### config.mk
export PLATFORM = sky130hd
export DESIGN_NAME = stack_unit_flat
export DESIGN_NICKNAME = d
export VERILOG_FILES = /design/src/rtl/stack_unit_if.sv /design/src/rtl/stack_unit.sv /design/src/flat_wrapper.sv
export SDC_FILE = /design/constraint.sdc
export NUM_CORES = 1
export LEC_CHECK = 0
export ABC_AREA = 1
export CAP_MARGIN = 20
export CORE_MARGIN = 10
export CORE_UTILIZATION = 50
export DETAILED_ROUTE_END_ITERATION = 8
export PLACE_DENSITY = 0.79
export SYNTH_ARGS = -nofsm -noshare
export SYNTH_HDL_FRONTEND = slang
export SYNTH_SLANG_ARGS = --single-unit
### constraint.sdc
create_clock -name clk -period 3 [get_ports clk]
set_clock_uncertainty 0.1 [all_clocks]
set_input_delay 0.3 -clock clk [delete_from_list [all_inputs] [get_ports clk]]
set_output_delay 0.3 -clock clk [all_outputs]
set_load 0.05 [all_outputs]
### src/rtl/stack_unit_if.sv
// Control-side bundle for stack_unit: push/pop requests in, popped data and status out.
interface stack_unit_if #(
  parameter int WIDTH = 8,
  parameter int DEPTH = 16
);
  localparam int CW = $clog2(DEPTH) + 1;

  logic             StackWrite;
  logic             StackRead;
  logic [WIDTH-1:0] Datain;
  logic             ClearErr;
  logic [WIDTH-1:0] Dataout;
  logic             DataValid;
  logic             Empty;
  logic             Full;
  logic [CW-1:0]    Count;
  logic             Overflow;
  logic             Underflow;

  modport master (
    output StackWrite, StackRead, Datain, ClearErr,
    input  Dataout, DataValid, Empty, Full, Count, Overflow, Underflow
  );

  modport slave (
    input  StackWrite, StackRead, Datain, ClearErr,
    output Dataout, DataValid, Empty, Full, Count, Overflow, Underflow
  );
endinterface

### src/rtl/stack_unit.sv
// LIFO stack with registered pop output, same-cycle swap, and sticky
// overflow/underflow flags enabled by the STACK_ERR_FLAG_EN macro.
module stack_unit #(
  parameter int WIDTH = 8,
  parameter int DEPTH = 16
) (
  input  logic         clk,
  input  logic         Reset,
  stack_unit_if.slave  bus
);
  localparam int AW = $clog2(DEPTH);
  localparam int CW = AW + 1;

  logic [WIDTH-1:0] mem [DEPTH];

  logic [CW-1:0]    sp_q, sp_d;
  logic [WIDTH-1:0] dout_q, dout_d;
  logic             dvalid_q, dvalid_d;
  logic             ovf_q, ovf_d;
  logic             unf_q, unf_d;

  logic             empty, full;
  logic [AW-1:0]    top_addr;
  logic             mem_we;
  logic [AW-1:0]    mem_waddr;
  logic             ovf_ev, unf_ev;

  assign empty    = (sp_q == '0);
  assign full     = (sp_q == CW'(DEPTH));
  assign top_addr = AW'(sp_q - CW'(1));

  always_comb begin
    sp_d      = sp_q;
    dout_d    = dout_q;
    dvalid_d  = 1'b0;
    mem_we    = 1'b0;
    mem_waddr = sp_q[AW-1:0];
    ovf_ev    = 1'b0;
    unf_ev    = 1'b0;
    case ({bus.StackWrite, bus.StackRead})
      2'b10: begin
        if (full) begin
          ovf_ev = 1'b1;
        end else begin
          mem_we = 1'b1;
          sp_d   = sp_q + CW'(1);
        end
      end
      2'b01: begin
        if (empty) begin
          unf_ev = 1'b1;
        end else begin
          dout_d   = mem[top_addr];
          dvalid_d = 1'b1;
          sp_d     = sp_q - CW'(1);
        end
      end
      2'b11: begin
        // Empty stack has nothing to swap out: degrade to a plain push.
        if (empty) begin
          mem_we = 1'b1;
          sp_d   = sp_q + CW'(1);
          unf_ev = 1'b1;
        end else begin
          dout_d    = mem[top_addr];
          dvalid_d  = 1'b1;
          mem_we    = 1'b1;
          mem_waddr = top_addr;
        end
      end
      default: ;
    endcase
  end

`ifdef STACK_ERR_FLAG_EN
  // A new error in the same cycle as ClearErr wins so no event is lost.
  always_comb begin
    ovf_d = (ovf_q & ~bus.ClearErr) | ovf_ev;
    unf_d = (unf_q & ~bus.ClearErr) | unf_ev;
  end
`else
  logic unused_err;
  assign unused_err = ovf_ev | unf_ev | bus.ClearErr;
  always_comb begin
    ovf_d = 1'b0;
    unf_d = 1'b0;
  end
`endif

  always_ff @(posedge clk) begin
    if (Reset) begin
      sp_q     <= '0;
      dout_q   <= '0;
      dvalid_q <= 1'b0;
      ovf_q    <= 1'b0;
      unf_q    <= 1'b0;
    end else begin
      sp_q     <= sp_d;
      dout_q   <= dout_d;
      dvalid_q <= dvalid_d;
      ovf_q    <= ovf_d;
      unf_q    <= unf_d;
    end
  end

  always_ff @(posedge clk) begin
    if (mem_we && !Reset) begin
      mem[mem_waddr] <= bus.Datain;
    end
  end

  assign bus.Dataout   = dout_q;
  assign bus.DataValid = dvalid_q;
  assign bus.Empty     = empty;
  assign bus.Full      = full;
  assign bus.Count     = sp_q;
  assign bus.Overflow  = ovf_q;
  assign bus.Underflow = unf_q;
endmodule
### src/flat_wrapper.sv
// flat-port wrapper written by rule: the top's interface ports become plain ports
module stack_unit_flat 
#(
  parameter int WIDTH = 8,
  parameter int DEPTH = 16
)
  (clk, Reset, bus_StackWrite, bus_StackRead, bus_Datain, bus_ClearErr, bus_Dataout, bus_DataValid, bus_Empty, bus_Full, bus_Count, bus_Overflow, bus_Underflow);
  stack_unit_if #(.WIDTH(WIDTH), .DEPTH(DEPTH)) bus_i ();
  input  logic clk;
  input  logic Reset;
  input wire logic [$bits(bus_i.StackWrite)-1:0] bus_StackWrite;
  input wire logic [$bits(bus_i.StackRead)-1:0] bus_StackRead;
  input wire logic [$bits(bus_i.Datain)-1:0] bus_Datain;
  input wire logic [$bits(bus_i.ClearErr)-1:0] bus_ClearErr;
  output wire logic [$bits(bus_i.Dataout)-1:0] bus_Dataout;
  output wire logic [$bits(bus_i.DataValid)-1:0] bus_DataValid;
  output wire logic [$bits(bus_i.Empty)-1:0] bus_Empty;
  output wire logic [$bits(bus_i.Full)-1:0] bus_Full;
  output wire logic [$bits(bus_i.Count)-1:0] bus_Count;
  output wire logic [$bits(bus_i.Overflow)-1:0] bus_Overflow;
  output wire logic [$bits(bus_i.Underflow)-1:0] bus_Underflow;
  assign bus_i.StackWrite = bus_StackWrite;
  assign bus_i.StackRead = bus_StackRead;
  assign bus_i.Datain = bus_Datain;
  assign bus_i.ClearErr = bus_ClearErr;
  assign bus_Dataout = bus_i.Dataout;
  assign bus_DataValid = bus_i.DataValid;
  assign bus_Empty = bus_i.Empty;
  assign bus_Full = bus_i.Full;
  assign bus_Count = bus_i.Count;
  assign bus_Overflow = bus_i.Overflow;
  assign bus_Underflow = bus_i.Underflow;
  stack_unit #(.WIDTH(WIDTH), .DEPTH(DEPTH)) u_core (.clk(clk), .Reset(Reset), .bus(bus_i));
endmodule
# [Word level (Yosys, flattened, before mapping)]
# Memories as Yosys holds them, arrays and structs flattened. A register that Yosys moved wholly into a read port is not among the register bits.
# Index checks and enable logic that the tools add are counted.
# W data, S select, Z words.
[word_totals] out_inout_bits=18 register_bits=6 n_memories=1 inputBits=13 ramBits=128
[op_classes] add_sub_neg=2 n_bitwise=2 muxes=11 eq_ne=7 n_reduce_logical=8
[memory_table] name="u_core.mem" words=16 width=8 read_ports=1 rd_clocked_by_memory_dff=1 write_ports=1 line_no="stack_unit.sv:14" rtl="logic [WIDTH-1:0] mem [DEPTH];"
[ops] operator="$mux W5" n=3
[ops] operator="$pmux W5 S3" n=1
[ops] operator="$mux W4" n=2
[ops] operator="$ne A2 B2 Y1 const B" n=3
[ops] operator="$add A5 B1 Y5 const B" n=1
[ops] operator="$eq A5 B5 Y1 const B" n=1
[ops] operator="$logic_not A5 Y1" n=1
[ops] operator="$sub A5 B1 Y5 const B" n=1
[ops] operator="$eq A2 B2 Y1 const B" n=2
[ops] operator="$mux W1" n=4
[ops] operator="$reduce_and A4 Y1" n=1
[ops] operator="$reduce_or A2 Y1" n=2
[ops] operator="$reduce_bool A3 Y1" n=1
[ops] operator="$eq A2 B1 Y1 const B" n=1
[ops] operator="$not A1 Y1" n=2
[ops] operator="$pmux W1 S2" n=1
[ops] operator="$reduce_and A2 Y1" n=1
[ops] operator="$logic_and A1 B1 Y1" n=1
[ops] operator="$logic_not A1 Y1" n=1

# [Logic depth before layout (Yosys ltp)]
# Gate-level depths: netlist of the first run.
[logic_depth] depth_word=6 depth_mapped=13

# [Worst setup path after synthesis of the first run]
# No wires, ideal clock.
[synth_timing] path_kind="reg-to-reg" from="register u_core.sp_q[0] (netlist: u_core.bus.Count[0])" to="memory u_core.mem[4][0] (enable)" path_stages_with_launch=10 t_required_ns=2.530 synth_period_minus_slack_ns=2.910 setup_time_ns=0.370 arrival_time_ns=2.440 slack_ns=0.090 path_cell_list="dfxtp_1 > inv_2 > buf_2 > clkbuf_8 > ha_1 > xor2_4 > nand3_2 > a21oi_2 > nand2_1 > nor2_1"
[synth_between] elab_chain_cells=6 elab_cells_between_ends=10
[synth_lines] item="start, declared" line_no="stack_unit.sv:16" rtl="logic [CW-1:0] sp_q, sp_d;"
[synth_lines] item="start signal, assigned" line_no="stack_unit.sv:98" rtl="sp_q <= sp_d;"
[synth_lines] item="$eq A5 B5 Y1" line_no="stack_unit.sv:29" rtl="assign full = (sp_q == CW'(DEPTH));"
[synth_lines] item="$mux W1" line_no="stack_unit.sv:42" rtl="if (full) begin"
[synth_lines] item="$pmux W1 S2" line_no="stack_unit.sv:40" rtl="case ({bus.StackWrite, bus.StackRead})"
[synth_lines] item="$logic_and A1 B1 Y1" line_no="stack_unit.sv:107" rtl="if (mem_we && !Reset) begin"
[synth_lines] item="$mux W1" line_no="stack_unit.sv:107"
[synth_lines] item="$mux W1 (not written as such)" line_no="stack_unit.sv:108" rtl="mem[mem_waddr] <= bus.Datain;"
[synth_lines] item="end, declared" line_no="stack_unit.sv:14"
# Parallel ways exist; a longest one is shown, timed or not.

# [Worst setup path after layout of the first run]
[layout_timing] from="register u_core.sp_q[1] (netlist: u_core.bus.Count[1])" to="memory u_core.mem[5][2] (enable)"
# The elaborated chain is that of the path after synthesis.

==> results of run 1 <==
==> synth_stat cells, types with 2 or more instances <==
master,instances,share of area
edfxtp_1,128,0.60
inv_1,119,0.069
nand3_2,2,0.0031
nand2_1,197,0.11
o21ai_0,6,0.0047
clkbuf_1,9,0.0052
buf_2,11,0.0085
nand3_1,109,0.084
dfxtp_1,14,0.043
ha_1,3,0.0058
inv_2,3,0.0017
a21oi_1,3,0.0023
nand2_2,2,0.0019
buf_4,4,0.0047
nor2_1,39,0.023
buf_6,3,0.0052
xor2_1,3,0.0041
==> critical path, cell delays in order (launching register included) <==
cell and delay (ns):
dfxtp_1 0.46, inv_1 0.13, ha_1 0.23, nand3_2 0.16, nand3_4 0.16, nand2_1 0.11, o21ai_2 0.08, inv_1 0.09
nand2_1 0.16, nor2_1 0.64
==> through the flow <==
step	instance area (um2)	hold WS (ns)	total power, uW
after floorplan	6460	0.2989	3761
after global placement	6978	0.4523	4313
after detailed placement	6978	0.4498	4364
after CTS	7616	0.4658	6595
after global routing	7616	0.5078	6882
final	7616	0.4622	6596
==> cell type report <==
| type | instances | area [um2] | share of cell area |
|---|---|---|---|
| Clock inverter | 15 | 212.7 | 0.02793 |
| Tap cell | 172 | 215.2 | 0.02826 |
| Inverter | 122 | 457.9 | 0.06013 |
| Multi-Input combinational cell | 376 | 1712 | 0.2247 |
| Sequential cell | 142 | 4125 | 0.5416 |
| Timing Repair Buffer | 49 | 467.9 | 0.06144 |
| Clock buffer | 17 | 425.4 | 0.05586 |
==> routing by layer <==
| layer | track usage | vias up | part of all wire |
|---|---|---|---|
| met3 | 0.05113 | 39 | 0.083 |
| met1 | 0.1937 | 2167 | 0.39 |
| met5 | 0 | - | 0 |
| met2 | 0.2764 | 208 | 0.49 |
| li1 | - | 2208 | - |
| met4 | 0.08525 | 0 | 0.036 |
==> power groups by stage <==
stage          sequential [uW]  combinational, uW  clock, uW
2_1_floorplan             2550               1220          0
3_3_place_gp              2370               1940          0
3_5_place_dp              2380               1980          0
4_1_cts                   2340               2000       2250
5_1_grt                   2350               2200       2330
6_report                  2340               2030       2230
==> sequential cells by signal (all words and copies together) (netlist names) <==
name,count
u_core.mem,128
u_core.bus.Dataout,8
u_core.bus.Count,5
u_core.bus.DataValid,1
==> path summary, 6_finish.rpt <==
check,from,endpoint,slack [ns],cells past startpoint
worst max-delay path,u_core.bus.Count[1],u_core.mem[5][2],0.31,9
worst min register to register,u_core.bus.Dataout[6],u_core.bus.Dataout[6],0.46,4
worst min-delay path,u_core.bus.Dataout[6],u_core.bus.Dataout[6],0.46,4
worst max register to register,u_core.bus.Count[1],u_core.mem[5][2],0.31,9
==> cell families (layout without fill, tap and decap cells) <==
| group | count (synthesis) | count (layout) |
|---|---|---|
| and+or+nand+nor | 352 | 352 |
| DFF | 142 | 142 |
| xor gates and xnor gates | 6 | 6 |
| AOI/OAI and AO/OA | 13 | 13 |
| other | 1 | 2 |
| adders and majority gates | 3 | 3 |
| buffers and inverters | 150 | 203 |
==> summary.md, run 1 <==
| Metric | Value |
|---|---|
| Fmax | ~370 MHz |
| Status | completed |
| FFs w/ async S/R, synth | 0 |
| Sw power | about 2300 uW |
| Synthesized area | 6456 um2 |
| PwrDens | 866.0 nW/um2 |
| Core footprint | 12620 um2 |
| Number of global-route vias before repair | 4456 |
| Post-DP HPWL | 9.000 mm |
| Slew Limit Fails | 0 |
| Initial Utilization | 0.5116 |
| Post-detailed-route count of antenna-violating nets | 0 |
| Final setup fails | 0 |
| Total GRT Usage | 0.1678 |
| Clk pwr share | 0.338 |
| Port Buffers | 27 |
| Clock insertion delay at the later pin of the skew report | 0.42 ns |
| Filler cells | 1018 |
| Wirelength per Cell | around 16 um |
| Register share of total power | 0.355 |
| 1st-iter DRT viols | 650 |
| MaxCap Viol Count | 0 |
| Setup WS post-layout | 0.3127 ns |
| XOR/XNOR share of the synthesized area | 0.01337 |
| Final WL | 14.47 mm |
| Final Util | 0.6035 |
| Compound-gate portion of the synthesized area | 0.01260 |
| Tcrit/Tclk final | 0.8958 |
| Sink Count | 142 |
| Switch share | 0.3461 |
| Layout cells sized above 1 | 0.09986 |
| Layout area overhead | 17.97% |
| Mean Syn Cell Area | 9.679 um2 |
| Post-synth EDFFs | 128 |
| Lkg Pwr | around 0.0033 uW |
| Most common cell after layout, fill and taps aside | nand2_1 |
| Die Span Y | 133.6 um |
| Avg Vias per Cell | 5.176 |
| Slew headroom | 0.4943 |
| Die area | 17860 um2 |
| Seq/Total Area, Yosys | 0.6388 |
| Drt drc | 0 |
| Post-cts gate resize count | 0 |
| Max clock buf depth | 2 |
| Rows | ~40 |
| Post-Place Worst Slack | 0.4117 ns |
| Most frequent cells in the layout | nand2_1 (197), edfxtp_1 (128), inv_1 (119) |
| Vias | around 4600 |
| First-pass GRT wire length | between 20 and 25 mm |
| Tightest Pin Transition | 0.7558 ns |
| Total setup buffers inserted after CTS | 0 |
| IO Pins | 31 |
| Worst setup EP type | register |
| Cts-stage hold buffer count | 0 |
| Worst-path clk slew | 0.06 ns |
| # diodes | 0 |
| CTS root buffer | clkbuf_16 |
| Worst Setup Path Type | reg -> reg |
| Critical path startpoint category | register |
| Largest net degree at the start of global routing | 69 |
| Cell count after placement | 861 |
| Arrival time worst endpoint | ~2.6 ns |
| RSZ-0062 raised after global routing | false |
| Synth Area in Simple Gates | 0.2322 |
| FF+latch count, synth | approximately 140 |
| Worst IR drop on VDD | 0.0004836 V |
| Initial antenna violation count | 0 |
| Gate power share | 0.308 |
| Final net count | 724 |
| Die Wd | 133.6 um |
| Hold/Removal Path Class | reg -> reg |
| Post-synthesis cell count | 667 |
| TritonRoute pass-1 iters | 6 |
| Crit-path max FO | 8 |
| Main combinational cell family by area after synthesis | simple AND/OR/NAND/NOR gates |
| Synth warnings | 0 |
| Synth unique cells | 29 |
| Int Pwr | approximately 4300 uW |
| Crit path required time | 2.96 ns |
| H-tree depth | 4 |
| Routability cong. | 0.9106 |
| Cell Count, Final, Fillers Out | 893 |
| Setup_tns | 0 ns |
| Main synth FF type | edfxtp_1 |
| Final hold vios | 0 |
| Post-Synth Adder-Cell Area | 0.005814 |
| CTS tree | built |
| Multiplexer share of the synthesized area | 0 |
| Remaining Overflow, GRT | 0 |
| Total CTS buffers | 17 |
| Minimum clock period | 2.687 ns |
No activity file was read; power rests on OpenSTA's default activity.
==> run 2, diff against run 1 <==
--- a/config.mk
+++ b/config.mk
@@ -7,10 +7,11 @@
 export LEC_CHECK = 0
 export ABC_AREA = 1
 export CAP_MARGIN = 20
-export CORE_MARGIN = 10
+export CORE_MARGIN = 2
 export CORE_UTILIZATION = 50
 export DETAILED_ROUTE_END_ITERATION = 8
 export PLACE_DENSITY = 0.79
 export SYNTH_ARGS = -nofsm -noshare
 export SYNTH_HDL_FRONTEND = slang
 export SYNTH_SLANG_ARGS = --single-unit
+export TNS_END_PERCENT = 20
==> summary.md, run 2 (synthesis results as in run 1) <==
| Metric | Value |
|---|---|
| Setup_tns | 0 ns |
| Layout area overhead | 15.91% |
| Die Span Y | 117.6 um |
| TritonRoute pass-1 iters | 6 |
| Final setup fails | 0 |
| Tightest Pin Transition | between 0.8 and 0.9 ns |
| Post-DP HPWL | 8.584 mm |
| Lkg Pwr | approximately 0.0032 uW |
| Worst IR drop on VDD | 0.0004250 V |
| Worst Setup Path Type | reg -> reg |
| Register share of total power | 0.376 |
| Cell count after placement | 855 |
| Worst reg2reg endpoint | u_core.mem[3][5] |
| Core footprint | 12620 um2 |
| Vias | around 4600 |
| CTS tree | built |
| Max clock buf depth | 2 |
| Wirelength per Cell | 16.00 um |
| Rows | 41 |
| Sw power | around 2200 uW |
| MaxCap Viol Count | 0 |
| Final net count | 718 |
| Worst setup EP type | register |
| Final Util | 0.5930 |
| Crit-path max FO | 8 |
| Remaining Overflow, GRT | 0 |
| Most common cell after layout, fill and taps aside | nand2_1 |
| Die Wd | 117.6 um |
| Total GRT Usage | 0.2147 |
| Slew Limit Fails | 0 |
| Arrival time worst endpoint | 2.68 ns |
| Minimum clock period | around 2.7 ns |
| Hold Path End | u_core.bus.Dataout[0] |
| RSZ-0062 raised after global routing | false |
| Number of global-route vias before repair | 4509 |
| Total CTS buffers | 17 |
| Crit path required time | 2.94 ns |
| # diodes | 0 |
| Port Buffers | 27 |
| Hold path start | u_core.bus.Dataout[0] |
| Max reg flops | roughly 130 |
| Pwr Total | 6256 uW |
| Cts-stage hold buffer count | 0 |
| PwrDens | 835.9 nW/um2 |
| Met3 usage | 0.05475 |
| Die area | 13840 um2 |
| Final hold vios | 0 |
| Worst-path clk slew | 0.06 ns |
| IO Pins | 31 |
| First-pass GRT wire length | roughly 23 mm |
| Layout cells sized above 1 | 0.08392 |
| Initial antenna violation count | 0 |
| Routability cong. | 0.9384 |
| Hold/Removal Path Class | reg -> reg |
| Sink Count | 142 |
| GR peak layer | met2 |
| Clock insertion delay at the later pin of the skew report | 0.41 ns |
| Total setup buffers inserted after CTS | 0 |
| Clk pwr share | 0.312 |
| R2r setup slk | 0.26 ns |
| Initial Utilization | 0.5116 |
| M1 GR Usage | 0.2506 |
| R2R depth | 7 |
| Most frequent cells in the layout | nand2_1 (197), edfxtp_1 (128), inv_1 (119) |
| Status | completed |
| Tcrit/Tclk final | 0.9130 |
| Slew headroom | 0.4316 |
| Post-detailed-route count of antenna-violating nets | 0 |
| Int Pwr | 4095 uW |
| Critical path startpoint category | register |
| Final WL | around 14 mm |
| Met2 GRT Util | 0.3612 |
| Filler cells | ~1000 |
| CTS root buffer | clkbuf_16 |
| Drt drc | 0 |
| Most flops, register | u_core.mem |
| Post-cts gate resize count | 0 |
| Switch share | 0.3454 |
| Cell Count, Final, Fillers Out | 887 |
| Fmax | 365.1 MHz |
| H-tree depth | 4 |
| 1st-iter DRT viols | 433 |
| Gate power share | 0.312 |
| Largest net degree at the start of global routing | 69 |
| FF-to-FF Start | u_core.bus.Count[1] |
| Hold path cells | 4 |
| Avg Vias per Cell | 5.193 |
[run 2: cell types whose count changed in the layout (fill, tap and decap cells not counted), sizes merged]
| cell | previous run | this run |
|---|---|---|
| buf | 24 | 18 |
| inv | 125 | 122 |
| clkinv | 5 | 4 |
| clkbuf | 17 | 28 |
| clkinvlp | 3 | 0 |
| bufinv | 4 | 0 |
[run 2: power groups by stage]
stage	Sequential (uW)	Clock [uW]	Combinational [uW]
2_1_floorplan	2550	0	1220
3_3_place_gp	2380	0	1860
3_5_place_dp	2390	0	1910
4_1_cts	2350	1970	1930
5_1_grt	2360	2040	2120
6_report	2350	1950	1950
[run 2: critical path: stages (launching register included)]
cell and delay [ns]:
dfxtp_1 0.46, inv_1 0.14, ha_1 0.24, nand3_2 0.17, nand3_4 0.18, xor2_1 0.28, nand2_1 0.19, nor2_1 0.59
[run 2: worst max path at each step]
stage | from | to | slack, ns | depth (start not counted)
finish | u_core.bus.Count[1] | u_core.mem[3][5] | 0.26 | 7
global placement | bus_StackWrite | u_core.mem[3][2] | 0.43 | 7
detailed placement | u_core.bus.Count[2] | u_core.mem[11][7] | 0.33 | 8
floorplan | u_core.bus.Count[0] | u_core.mem[4][0] | 0.09 | 9
global route | u_core.bus.Count[1] | u_core.mem[3][4] | 0.15 | 7
CTS | u_core.bus.Count[2] | u_core.mem[11][5] | 0.28 | 8
[run 2: area by class of cell]
type | instances | area (um2) | share of cell area
clock buffers | 28 | 539.3 | 0.07206
clock inverters | 4 | 23.77 | 0.003177
inverters | 122 | 457.9 | 0.06119
multi-input cells | 376 | 1712 | 0.2287
flip-flops and latches | 142 | 4125 | 0.5512
well taps | 172 | 215.2 | 0.02876
repair buffers | 43 | 410.4 | 0.05484
[run 2: stage by stage]
stage / area, um2 / hold slack, ns / setup WS (ns)
5_1_grt: 7483 / 0.5071 / 0.1500
3_5_place_dp: 6920 / 0.4605 / 0.3318
4_1_cts: 7483 / 0.4755 / 0.2834
3_3_place_gp: 6920 / 0.4479 / 0.4282
2_1_floorplan: 6460 / 0.2989 / 0.09004
6_report: 7483 / 0.4747 / 0.2611
[run 2: routing by layer]
metal | routed length, um | vias up
met2 | 6926 | 219
li1 | - | 2195
met4 | 641 | 0
met1 | 5465 | 2147
met3 | 1156 | 45
met5 | 0 | -
==> run 3, diff against run 2 <==
--- a/config.mk
+++ b/config.mk
@@ -6,7 +6,7 @@
 export NUM_CORES = 1
 export LEC_CHECK = 0
 export ABC_AREA = 1
-export CAP_MARGIN = 20
+export CAP_MARGIN = 10
 export CORE_MARGIN = 2
 export CORE_UTILIZATION = 50
 export DETAILED_ROUTE_END_ITERATION = 8
==> results of run 3 <==
No change in the layout: final DEF, timing and power equal those of run 2.
